==> src/rtl/sync_fifo_param.sv <==
// Single-clock parametrised FIFO with occupancy count and programmable almost-full/almost-empty flags.
// Optional sticky overflow/underflow reporting is built when SYNC_FIFO_ERR_EN is defined.
module sync_fifo_param #(
    parameter int DATA_W   = 8,
    parameter int DEPTH    = 16,
    parameter int ADDR_W   = $clog2(DEPTH),
    parameter int AF_LEVEL = DEPTH - 2,
    parameter int AE_LEVEL = 2
) (
    input  logic              clk,
    input  logic              reset,
    input  logic              wr_en,
    input  logic [DATA_W-1:0] wr_data,
    input  logic              rd_en,
    output logic [DATA_W-1:0] rd_data,
    output logic              rd_valid,
    output logic              full,
    output logic              empty,
    output logic              almost_full,
    output logic              almost_empty,
    output logic [ADDR_W:0]   count
`ifdef SYNC_FIFO_ERR_EN
    ,
    output logic              overflow,
    output logic              underflow,
    input  logic              err_clr
`endif
);

    localparam logic [ADDR_W:0]   CNT_ZERO = (ADDR_W+1)'(0);
    localparam logic [ADDR_W:0]   CNT_ONE  = (ADDR_W+1)'(1);
    localparam logic [ADDR_W:0]   CNT_FULL = (ADDR_W+1)'(DEPTH);
    localparam logic [ADDR_W:0]   CNT_AF   = (ADDR_W+1)'(AF_LEVEL);
    localparam logic [ADDR_W:0]   CNT_AE   = (ADDR_W+1)'(AE_LEVEL);
    localparam logic [ADDR_W-1:0] PTR_ONE  = ADDR_W'(1);
    localparam logic [ADDR_W-1:0] PTR_ZERO = ADDR_W'(0);

    logic [DATA_W-1:0] r_mem [DEPTH];
    logic [ADDR_W-1:0] r_wr_ptr;
    logic [ADDR_W-1:0] r_rd_ptr;
    logic [ADDR_W:0]   r_count;
    logic [DATA_W-1:0] r_rd_data;
    logic              r_rd_valid;
    logic              r_full;
    logic              r_empty;
    logic              r_almost_full;
    logic              r_almost_empty;

    logic              w_rd_acc;
    logic              w_wr_acc;
    logic [ADDR_W:0]   w_count_nxt;

    // A read may free the slot a same-cycle write needs, so full+rd+wr accepts both.
    assign w_rd_acc = rd_en & ~r_empty;
    assign w_wr_acc = wr_en & (~r_full | w_rd_acc);

    // Next occupancy from the accepted operations.
    always_comb begin
        w_count_nxt = r_count;
        case ({w_wr_acc, w_rd_acc})
            2'b10:   w_count_nxt = r_count + CNT_ONE;
            2'b01:   w_count_nxt = r_count - CNT_ONE;
            default: w_count_nxt = r_count;
        endcase
    end

    // Storage array; contents are deliberately not reset.
    always_ff @(posedge clk) begin
        if (w_wr_acc) begin
            r_mem[r_wr_ptr] <= wr_data;
        end
    end

    // Pointers, occupancy, read port and flags decoded from the next count so they track count exactly.
    always_ff @(posedge clk or negedge reset) begin
        if (!reset) begin
            r_wr_ptr       <= PTR_ZERO;
            r_rd_ptr       <= PTR_ZERO;
            r_count        <= CNT_ZERO;
            r_rd_data      <= DATA_W'(0);
            r_rd_valid     <= 1'b0;
            r_full         <= 1'b0;
            r_empty        <= 1'b1;
            r_almost_full  <= (CNT_ZERO >= CNT_AF);
            r_almost_empty <= (CNT_ZERO <= CNT_AE);
        end else begin
            if (w_wr_acc) begin
                r_wr_ptr <= r_wr_ptr + PTR_ONE;
            end
            if (w_rd_acc) begin
                r_rd_ptr  <= r_rd_ptr + PTR_ONE;
                r_rd_data <= r_mem[r_rd_ptr];
            end
            r_rd_valid     <= w_rd_acc;
            r_count        <= w_count_nxt;
            r_full         <= (w_count_nxt == CNT_FULL);
            r_empty        <= (w_count_nxt == CNT_ZERO);
            r_almost_full  <= (w_count_nxt >= CNT_AF);
            r_almost_empty <= (w_count_nxt <= CNT_AE);
        end
    end

    assign rd_data      = r_rd_data;
    assign rd_valid     = r_rd_valid;
    assign count        = r_count;
    assign full         = r_full;
    assign empty        = r_empty;
    assign almost_full  = r_almost_full;
    assign almost_empty = r_almost_empty;

`ifdef SYNC_FIFO_ERR_EN
    logic r_overflow;
    logic r_underflow;

    // Sticky error flags; a new event in the clearing cycle wins over err_clr.
    always_ff @(posedge clk or negedge reset) begin
        if (!reset) begin
            r_overflow  <= 1'b0;
            r_underflow <= 1'b0;
        end else begin
            r_overflow  <= (wr_en & ~w_wr_acc) | (r_overflow  & ~err_clr);
            r_underflow <= (rd_en & r_empty)   | (r_underflow & ~err_clr);
        end
    end

    assign overflow  = r_overflow;
    assign underflow = r_underflow;
`endif

endmodule

==> config.mk <==
export PLATFORM = sky130hd
export DESIGN_NAME = sync_fifo_param
export DESIGN_NICKNAME = d
export VERILOG_FILES = /design/src/rtl/sync_fifo_param.sv
export SDC_FILE = /design/constraint.sdc
export NUM_CORES = 1
export LEC_CHECK = 0
export ABC_AREA = 1
export ABC_CLOCK_PERIOD_IN_PS = 2510
export BUFFER_PORTS_ARGS = -buffer_cell sky130_fd_sc_hd__buf_2
export CORE_ASPECT_RATIO = 0.5
export CORE_MARGIN = 2
export CORE_UTILIZATION = 61
export CTS_CLUSTER_SIZE = 40
export DETAILED_ROUTE_END_ITERATION = 12
export HOLD_SLACK_MARGIN = 0.02
export PLACE_DENSITY_LB_ADDON = 0.25
export SYNTH_ARGS = -nofsm -noshare
export SYNTH_HDL_FRONTEND = slang
export SYNTH_SLANG_ARGS = --single-unit
==> constraint.sdc <==
create_clock -name clk -period 2.51 [get_ports clk]
set_clock_uncertainty 0.05 [all_clocks]
set_input_delay 0.502 -clock clk [delete_from_list [all_inputs] [get_ports clk]]
set_output_delay 0.502 -clock clk [all_outputs]
set_load 0.02 [all_outputs]
==> run metrics, run 1 <==
placer congestion estimate=0.904; average wire length per cell after detail routing=18.5 um; count of buffer and inverter cells on the critical path=4; max-slew violation total from the final report=0; remaining antenna violation count after routing=0; largest area contributor in the netlist=sky130_fd_sc_hd__edfxtp_1; clock sink total=154; worst vdd ir=0.768 mV; Max clock buf depth=2; clock slew at the register clock pins of the worst setup and hold paths=60 ps; minimum hold slack=45.1 ps; depth of the worst register-to-register path=15; maximum single-stage delay on the critical path=540 ps; cell mode on critical path=sky130_fd_sc_hd__nand2_1; Placed Instance Area=6860 um^2; number of distinct library cells after synthesis=26; insertion delay to the later sink of the worst-skew pair=420 ps; number of gates resized after CTS=0; leading post-synthesis cells by instance count=sky130_fd_sc_hd__nand2_1, sky130_fd_sc_hd__edfxtp_1, sky130_fd_sc_hd__nand3_1; Power, Total=9.41 mW; final design instance area without fill=7490 um^2; cell type group with the largest total delay on the critical path=adder cells; Max Cap Viol=0; count of fill cells added during filler insertion=652; first drt pass iteration count=6; Synth Warn #=0; non-filler cells in the finished layout=783; gr usage total=28.2%; post-layout util=73.1%; port bufs=29; number of design-rule violations left by the first detailed-router iteration=573; share of final-layout standard cells stronger than drive strength 1=14.6%; number of synthesized register bits=154; Worst Setup End Kind=flop; clock root buffer=sky130_fd_sc_hd__clkbuf_16; clock tree from TritonCTS=built; netlist area before placement=6460 um^2; number of cells after detailed placement=751; htree depth=4; period utilisation layout=89.9%; wire length reported by the detailed router=14500 um; synthesis-to-finish area growth=15.9%; critical path depth in cells=15; R2R Setup Slk=250 ps; cells along the critical path=nor2_4 > inv_2 > nand2_1 > nand2_1 > ha_1 > ha_1 > inv_1 > o21bai_1 > inv_1 > nand2_1 > nand2_1 > nand3_1 > nand2_1 > inv_1 > nor2_1; Syn Area/Cell=11.1 um^2; top-count cell post-synth=sky130_fd_sc_hd__nand2_1; Die ar.=11500 um^2; number of inserted diodes=0; largest fanout on the critical path=7; number of global-route vias before repair=4428; CP Launch Point=empty; worst-case setup margin in the final layout=255 ps; highest clock frequency the design can meet=443 MHz; via count=4567; power density over the cells=1260 nW/um^2; wire length of the first global-routing pass=23800 um; ys flop type=sky130_fd_sc_hd__edfxtp_1; count of flip-flops with a built-in enable after synthesis=128; portion of synthesized cell area occupied by the leading cell type=59.5%; number of buffers inserted during clock tree synthesis=17; Hold Buf Count CTS=0; residual DRC count=0; core area=10200 um^2; count of mapped cells out of synthesis=581; routed via count divided by cell count=5.83; post-synthesis net count=602; post-place setup slack=126 ps; result of the run=completed; total area of multi-input combinational cells=1720 um^2; effective utilization at floorplan=63.1%; critical path data arrival time=2560 ps; async set-or-reset flop fraction in the synthesized netlist=16.9%; buffer count from post-CTS setup fixing=0; most area-consuming cells after synthesis=sky130_fd_sc_hd__edfxtp_1, sky130_fd_sc_hd__nand2_1, sky130_fd_sc_hd__dfrtp_1; capture point of the critical path=empty; maximum number of pins on one net before global-route repair=65; Die Wd=150 um; Worst Path Class, Setup=reg2reg; worst slew slack as a fraction of its limit=58.9%; I/O pins=30; Setup TNS Final=0 ps; Worst Setup Start Kind=flop; Final min period=2260 ps; final hold violation count=0; startpoint of the worst register-to-register path=empty; setup-violating endpoint count in the final report=0; worst min-delay path class=in2async; data required time at the worst endpoint=2810 ps; cell leakage power=3.03 nW; grt total ovfl=0; Final Net Count=651; fraction of the yosys area taken by sequential cells=69.6%; Die Span Y=76.8 um; unrepaired setup endpoints after global routing=no; critical path's slowest cell=sky130_fd_sc_hd__dfstp_2; measured slew at the worst slew-check pin=617 ps; sequential cell area=4500 um^2; placed wire-length estimate=8740 um; number of core rows=26; capture instance of the worst register-to-register path=empty; initial antenna violation count=0
state kept, by name (all words and copies together), names as in the netlist:
| name | cells |
|---|---|
| r_mem | 128 |
| rd_valid | 1 |
| rd_data | 8 |
| r_wr_ptr | 4 |
| r_rd_ptr | 4 |
| full | 1 |
| almost_empty | 1 |
| empty | 1 |
| count | 5 |
| almost_full | 1 |
layer usage:
metal	GRT usage (%)	up-vias	part of all wire, %
li1	-	2086	-
met1	42.7	2201	42
met2	41.2	254	45
met3	5.48	26	10
met4	10.0	0	2.0
met5	0	-	0
final cells by class:
class	instances	share of cell area (%)
Sequential cell	154	60.1
Tap cell	140	2.34
Multi-Input combinational cell	375	22.9
Clock buffer	27	7.42
Clock inverter	5	1.02
Timing Repair Buffer	55	4.88
Inverter	27	1.35
cell usage in the layout, fill, tap and decap left out, drive strengths merged, types with 4 or more instances in the layout:
cell / instances
a21oi: 17
buf: 55
clkbuf: 27
clkinv: 4
dfrtp: 24
edfxtp: 128
ha: 9
inv: 26
nand2: 191
nand3: 108
nor2: 34
xor2: 7
worst min-delay path by stage:
stage               start          end  slack, ps
6_report            reset  r_rd_ptr[3]         50
3_5_place_dp   rd_data[7]   rd_data[7]        470
5_1_grt             reset   rd_data[2]        110
2_1_floorplan       reset  almost_full        160
3_3_place_gp   rd_data[7]   rd_data[7]        460
4_1_cts             reset   rd_data[0]         60
worst reg2reg max path: cells and delay by family, from the launching register on:
family	cells	cell delay, ps
AND/OR/NAND/NOR	8	550
AO/OA/AOI/OAI	1	100
buffers and inverters	4	340
adder cells (fa/ha/maj)	2	610
flip-flops	1	540
logic make-up (layout without fill, tap and decap cells):
family                     count (synthesis)  count (layout)  share of synthesized area, %
buffers and inverters                     52             114                          3.81
and+or+nand+nor                          337             337                          22.1
AOI/OAI and AO/OA                         21              21                          1.70
DFF                                      154             154                          69.6
xor gates and xnor gates                   8               8                          1.08
adders and majority gates                  9               9                          1.74
power by group:
group / leakage, nW / internal, mW / switching, mW / total (mW)
sequential: 1.46 / 3.21 / 0.272 / 3.48
combinational: 1.26 / 1.02 / 2.24 / 3.26
clock: 0.314 / 1.72 / 0.953 / 2.67
total: 3.03 / 5.95 / 3.47 / 9.41
(Power assumes the default switching activity.)
==> run 2, diff against run 1 <==
--- a/config.mk
+++ b/config.mk
@@ -6,11 +6,13 @@
 export NUM_CORES = 1
 export LEC_CHECK = 0
 export ABC_AREA = 1
-export ABC_CLOCK_PERIOD_IN_PS = 2510
+export ABC_CLOCK_PERIOD_IN_PS = 1900
 export BUFFER_PORTS_ARGS = -buffer_cell sky130_fd_sc_hd__buf_2
+export CELL_PAD_IN_SITES_DETAIL_PLACEMENT = 0
+export CELL_PAD_IN_SITES_GLOBAL_PLACEMENT = 1
 export CORE_ASPECT_RATIO = 0.5
 export CORE_MARGIN = 2
-export CORE_UTILIZATION = 61
+export CORE_UTILIZATION = 44
 export CTS_CLUSTER_SIZE = 40
 export DETAILED_ROUTE_END_ITERATION = 12
 export HOLD_SLACK_MARGIN = 0.02
==> constraint.sdc (replaced) <==
create_clock -name clk -period 1.9 [get_ports clk]
set_clock_uncertainty 0.05 [all_clocks]
set_input_delay 0.38 -clock clk [delete_from_list [all_inputs] [get_ports clk]]
set_output_delay 0.38 -clock clk [all_outputs]
set_load 0.02 [all_outputs]
==> run 2 against run 1 <==
  * The flow now finishes with violations (negative setup slack)
  * Global-route usage decreased by 7.8 points
  * Sequential share of layout area is 2.7 points lower
  * Sequential power rose by 31%
  * First-iteration DRC count fell by 40%
  * Core utilization shrank 19 points
  * Final area is 4.7% higher
  * Flip-flop and latch count unchanged
  * Cell count is 10% higher
  * Power up 36%
  * Non-clock buffer count up 24
  * Via count down 4.0%
  * Maximum frequency increased by 9.9%
==> run metrics, run 2 (synthesis gave the netlist of run 1 again) <==
result of the run=finished with violations (was completed); violated checks=negative setup slack; worst vdd ir=0.779 mV (was 0.768 mV); critical path data arrival time=2370 ps (was 2560 ps); I/O pins=30 (unchanged); synthesis-to-finish area growth=21.4% (was 15.9%); CP Launch Point=empty (unchanged); worst-case setup margin in the final layout=-153 ps (was 255 ps); highest clock frequency the design can meet=487 MHz (was 443 MHz); placer congestion estimate=0.790 (was 0.904); grt total ovfl=0 (unchanged); number of global-route vias before repair=4060 (was 4428); data required time at the worst endpoint=2220 ps (was 2810 ps); capture instance of the worst register-to-register path=almost_empty (was empty); Largest Register=r_mem (unchanged); max reg flops=128 (unchanged); max-slew violation total from the final report=0 (unchanged); startpoint of the worst register-to-register path=empty (unchanged); measured slew at the worst slew-check pin=614 ps (was 617 ps); residual DRC count=0 (unchanged); worst min-delay path class=in2reg (was in2async); clock slew at the register clock pins of the worst setup and hold paths=70 ps (was 60 ps); wire length of the first global-routing pass=23200 um (was 23800 um); number of cells after detailed placement=825 (was 751); clock tree from TritonCTS=built (unchanged); number of inserted diodes=0 (unchanged); initial antenna violation count=0 (unchanged); final hold violation count=0 (unchanged); number of core rows=31 (was 26); cell leakage power=3.13 nW (was 3.03 nW); minimum hold slack=324 ps (was 45.1 ps); Die Span Y=89.7 um (was 76.8 um); Worst Path Class, Setup=reg2reg (unchanged); Max clock buf depth=2 (unchanged); routed via count divided by cell count=5.07 (was 5.83); Die Wd=175 um (was 150 um); Worst Setup End Kind=flop (unchanged); period utilisation layout=108% (was 89.9%); hold path start=wr_data[3]; remaining antenna violation count after routing=0 (unchanged); first drt pass iteration count=4 (was 6); share of final-layout standard cells stronger than drive strength 1=21.9% (was 14.6%); Worst Setup Start Kind=flop (unchanged); core area=14400 um^2 (was 10200 um^2); average wire length per cell after detail routing=17.5 um (was 18.5 um); gr usage total=20.4% (was 28.2%); largest fanout on the critical path=4 (was 7); placed wire-length estimate=9560 um (was 8740 um); depth of the worst register-to-register path=18 (was 15); non-filler cells in the finished layout=865 (was 783); post-place setup slack=-313 ps (was 126 ps); Die ar.=15700 um^2 (was 11500 um^2); maximum number of pins on one net before global-route repair=40 (was 65); wire length reported by the detailed router=15100 um (was 14500 um); worst slew slack as a fraction of its limit=59.0% (was 58.9%); clock root buffer=sky130_fd_sc_hd__clkbuf_16 (unchanged); unrepaired setup endpoints after global routing=yes (was no); clock sink total=154 (unchanged); port bufs=29 (unchanged); most common library cell in the layout ignoring fill and taps=sky130_fd_sc_hd__nand2_1 (unchanged); R2R Setup Slk=-150 ps (was 250 ps); Final Net Count=675 (was 651); via count=4383 (was 4567); htree depth=4 (unchanged); capture point of the critical path=almost_empty (was empty); highest-count cells in the layout ignoring fill and taps=sky130_fd_sc_hd__nand2_1, sky130_fd_sc_hd__edfxtp_1, sky130_fd_sc_hd__nand3_1 (unchanged); insertion delay to the later sink of the worst-skew pair=420 ps (about the same); setup-violating endpoint count in the final report=5 (was 0); Max Cap Viol=0 (unchanged); Final min period=2050 ps (was 2260 ps); number of design-rule violations left by the first detailed-router iteration=341 (was 573); number of buffers inserted during clock tree synthesis=17 (unchanged); power density over the cells=1630 nW/um^2 (was 1260 nW/um^2); effective utilization at floorplan=44.9% (was 63.1%)
==> run 2: cell count changes in the layout (fill, tap and decap cells not counted), sizes merged <==
| cell | previous run | this run |
|---|---|---|
| buf | 55 | 78 |
| bufinv | 2 | 1 |
| clkbuf | 27 | 18 |
| clkinv | 4 | 5 |
| clkinvlp | 0 | 3 |
| dlygate4sd3 | 0 | 1 |
| inv | 26 | 32 |
==> run 2: how the worst min path moves through the flow <==
stage | end | cells past startpoint
2_1_floorplan | almost_full | 0
3_3_place_gp | count[4] | 1
3_5_place_dp | count[4] | 1
4_1_cts | r_mem[10][0] | 1
5_1_grt | r_mem[11][0] | 1
6_report | r_mem[6][3] | 1
==> run 2: cell type report <==
cell class,instances,area [um^2]
clock buffers,18,429
clock inverters,14,138
fillers,1202,6550
inverters,27,101
multi-input cells,375,1830
flip-flops and latches,154,4500
well taps,198,248
repair buffers,79,597
==> run 2: power by group <==
part	leakage, nW	total (mW)	switching, mW	internal, mW
combinational	1.40	4.99	3.24	1.76
sequential	1.46	4.55	0.307	4.24
clock	0.272	3.25	1.41	1.84
total	3.13	12.8	4.96	7.83
==> run 2: critical path, cell delays in order (launching register included) <==
cell	delay [ps]
sky130_fd_sc_hd__dfstp_2	550
sky130_fd_sc_hd__nor2_4	40
sky130_fd_sc_hd__inv_2	50
sky130_fd_sc_hd__nand2_2	50
sky130_fd_sc_hd__nand2_4	70
sky130_fd_sc_hd__ha_4	170
sky130_fd_sc_hd__nand2_2	50
sky130_fd_sc_hd__inv_2	80
sky130_fd_sc_hd__nor2_4	50
sky130_fd_sc_hd__ha_4	150
sky130_fd_sc_hd__inv_2	40
sky130_fd_sc_hd__nand2_2	50
sky130_fd_sc_hd__nand3_1	120
sky130_fd_sc_hd__nand2_1	60
sky130_fd_sc_hd__nand2_1	70
sky130_fd_sc_hd__nand3_2	80
sky130_fd_sc_hd__nand2_2	100
sky130_fd_sc_hd__inv_2	60
sky130_fd_sc_hd__nor2_2	90
==> run 2: what timing repair did <==
action                                  4_1_cts  5_1_grt
gates resized for setup                      13       15
setup buffers                                 6        1
pin swaps                                     7       10
hold buffers                                  1        0
endpoints found under the setup margin        5       15
endpoints found under the hold margin        24        0
==> run 2: stage by stage <==
step / instance area, um^2 / util [%] / power (mW) / TNS, ps
3_5_place_dp: 7120 / 49.5 / 9.36 / -2240
5_1_grt: 7840 / 54.5 / 13.6 / -1650
4_1_cts: 7790 / 54.1 / 12.8 / -757
3_3_place_gp: 7120 / 49.5 / 9.33 / -2030
2_1_floorplan: 6490 / - / 7.57 / -1250
6_report: 7840 / 54.5 / 12.8 / -638
==> run 2: metal layers <==
metal / part of all wire [%] / track usage (%) / wire length (um)
met1: 50 / 30.2 / 7630
met2: 43 / 30.4 / 6570
met3: 5.6 / 4.88 / 849
met4: 0.63 / 5.61 / 95
met5: 0 / 0 / 0
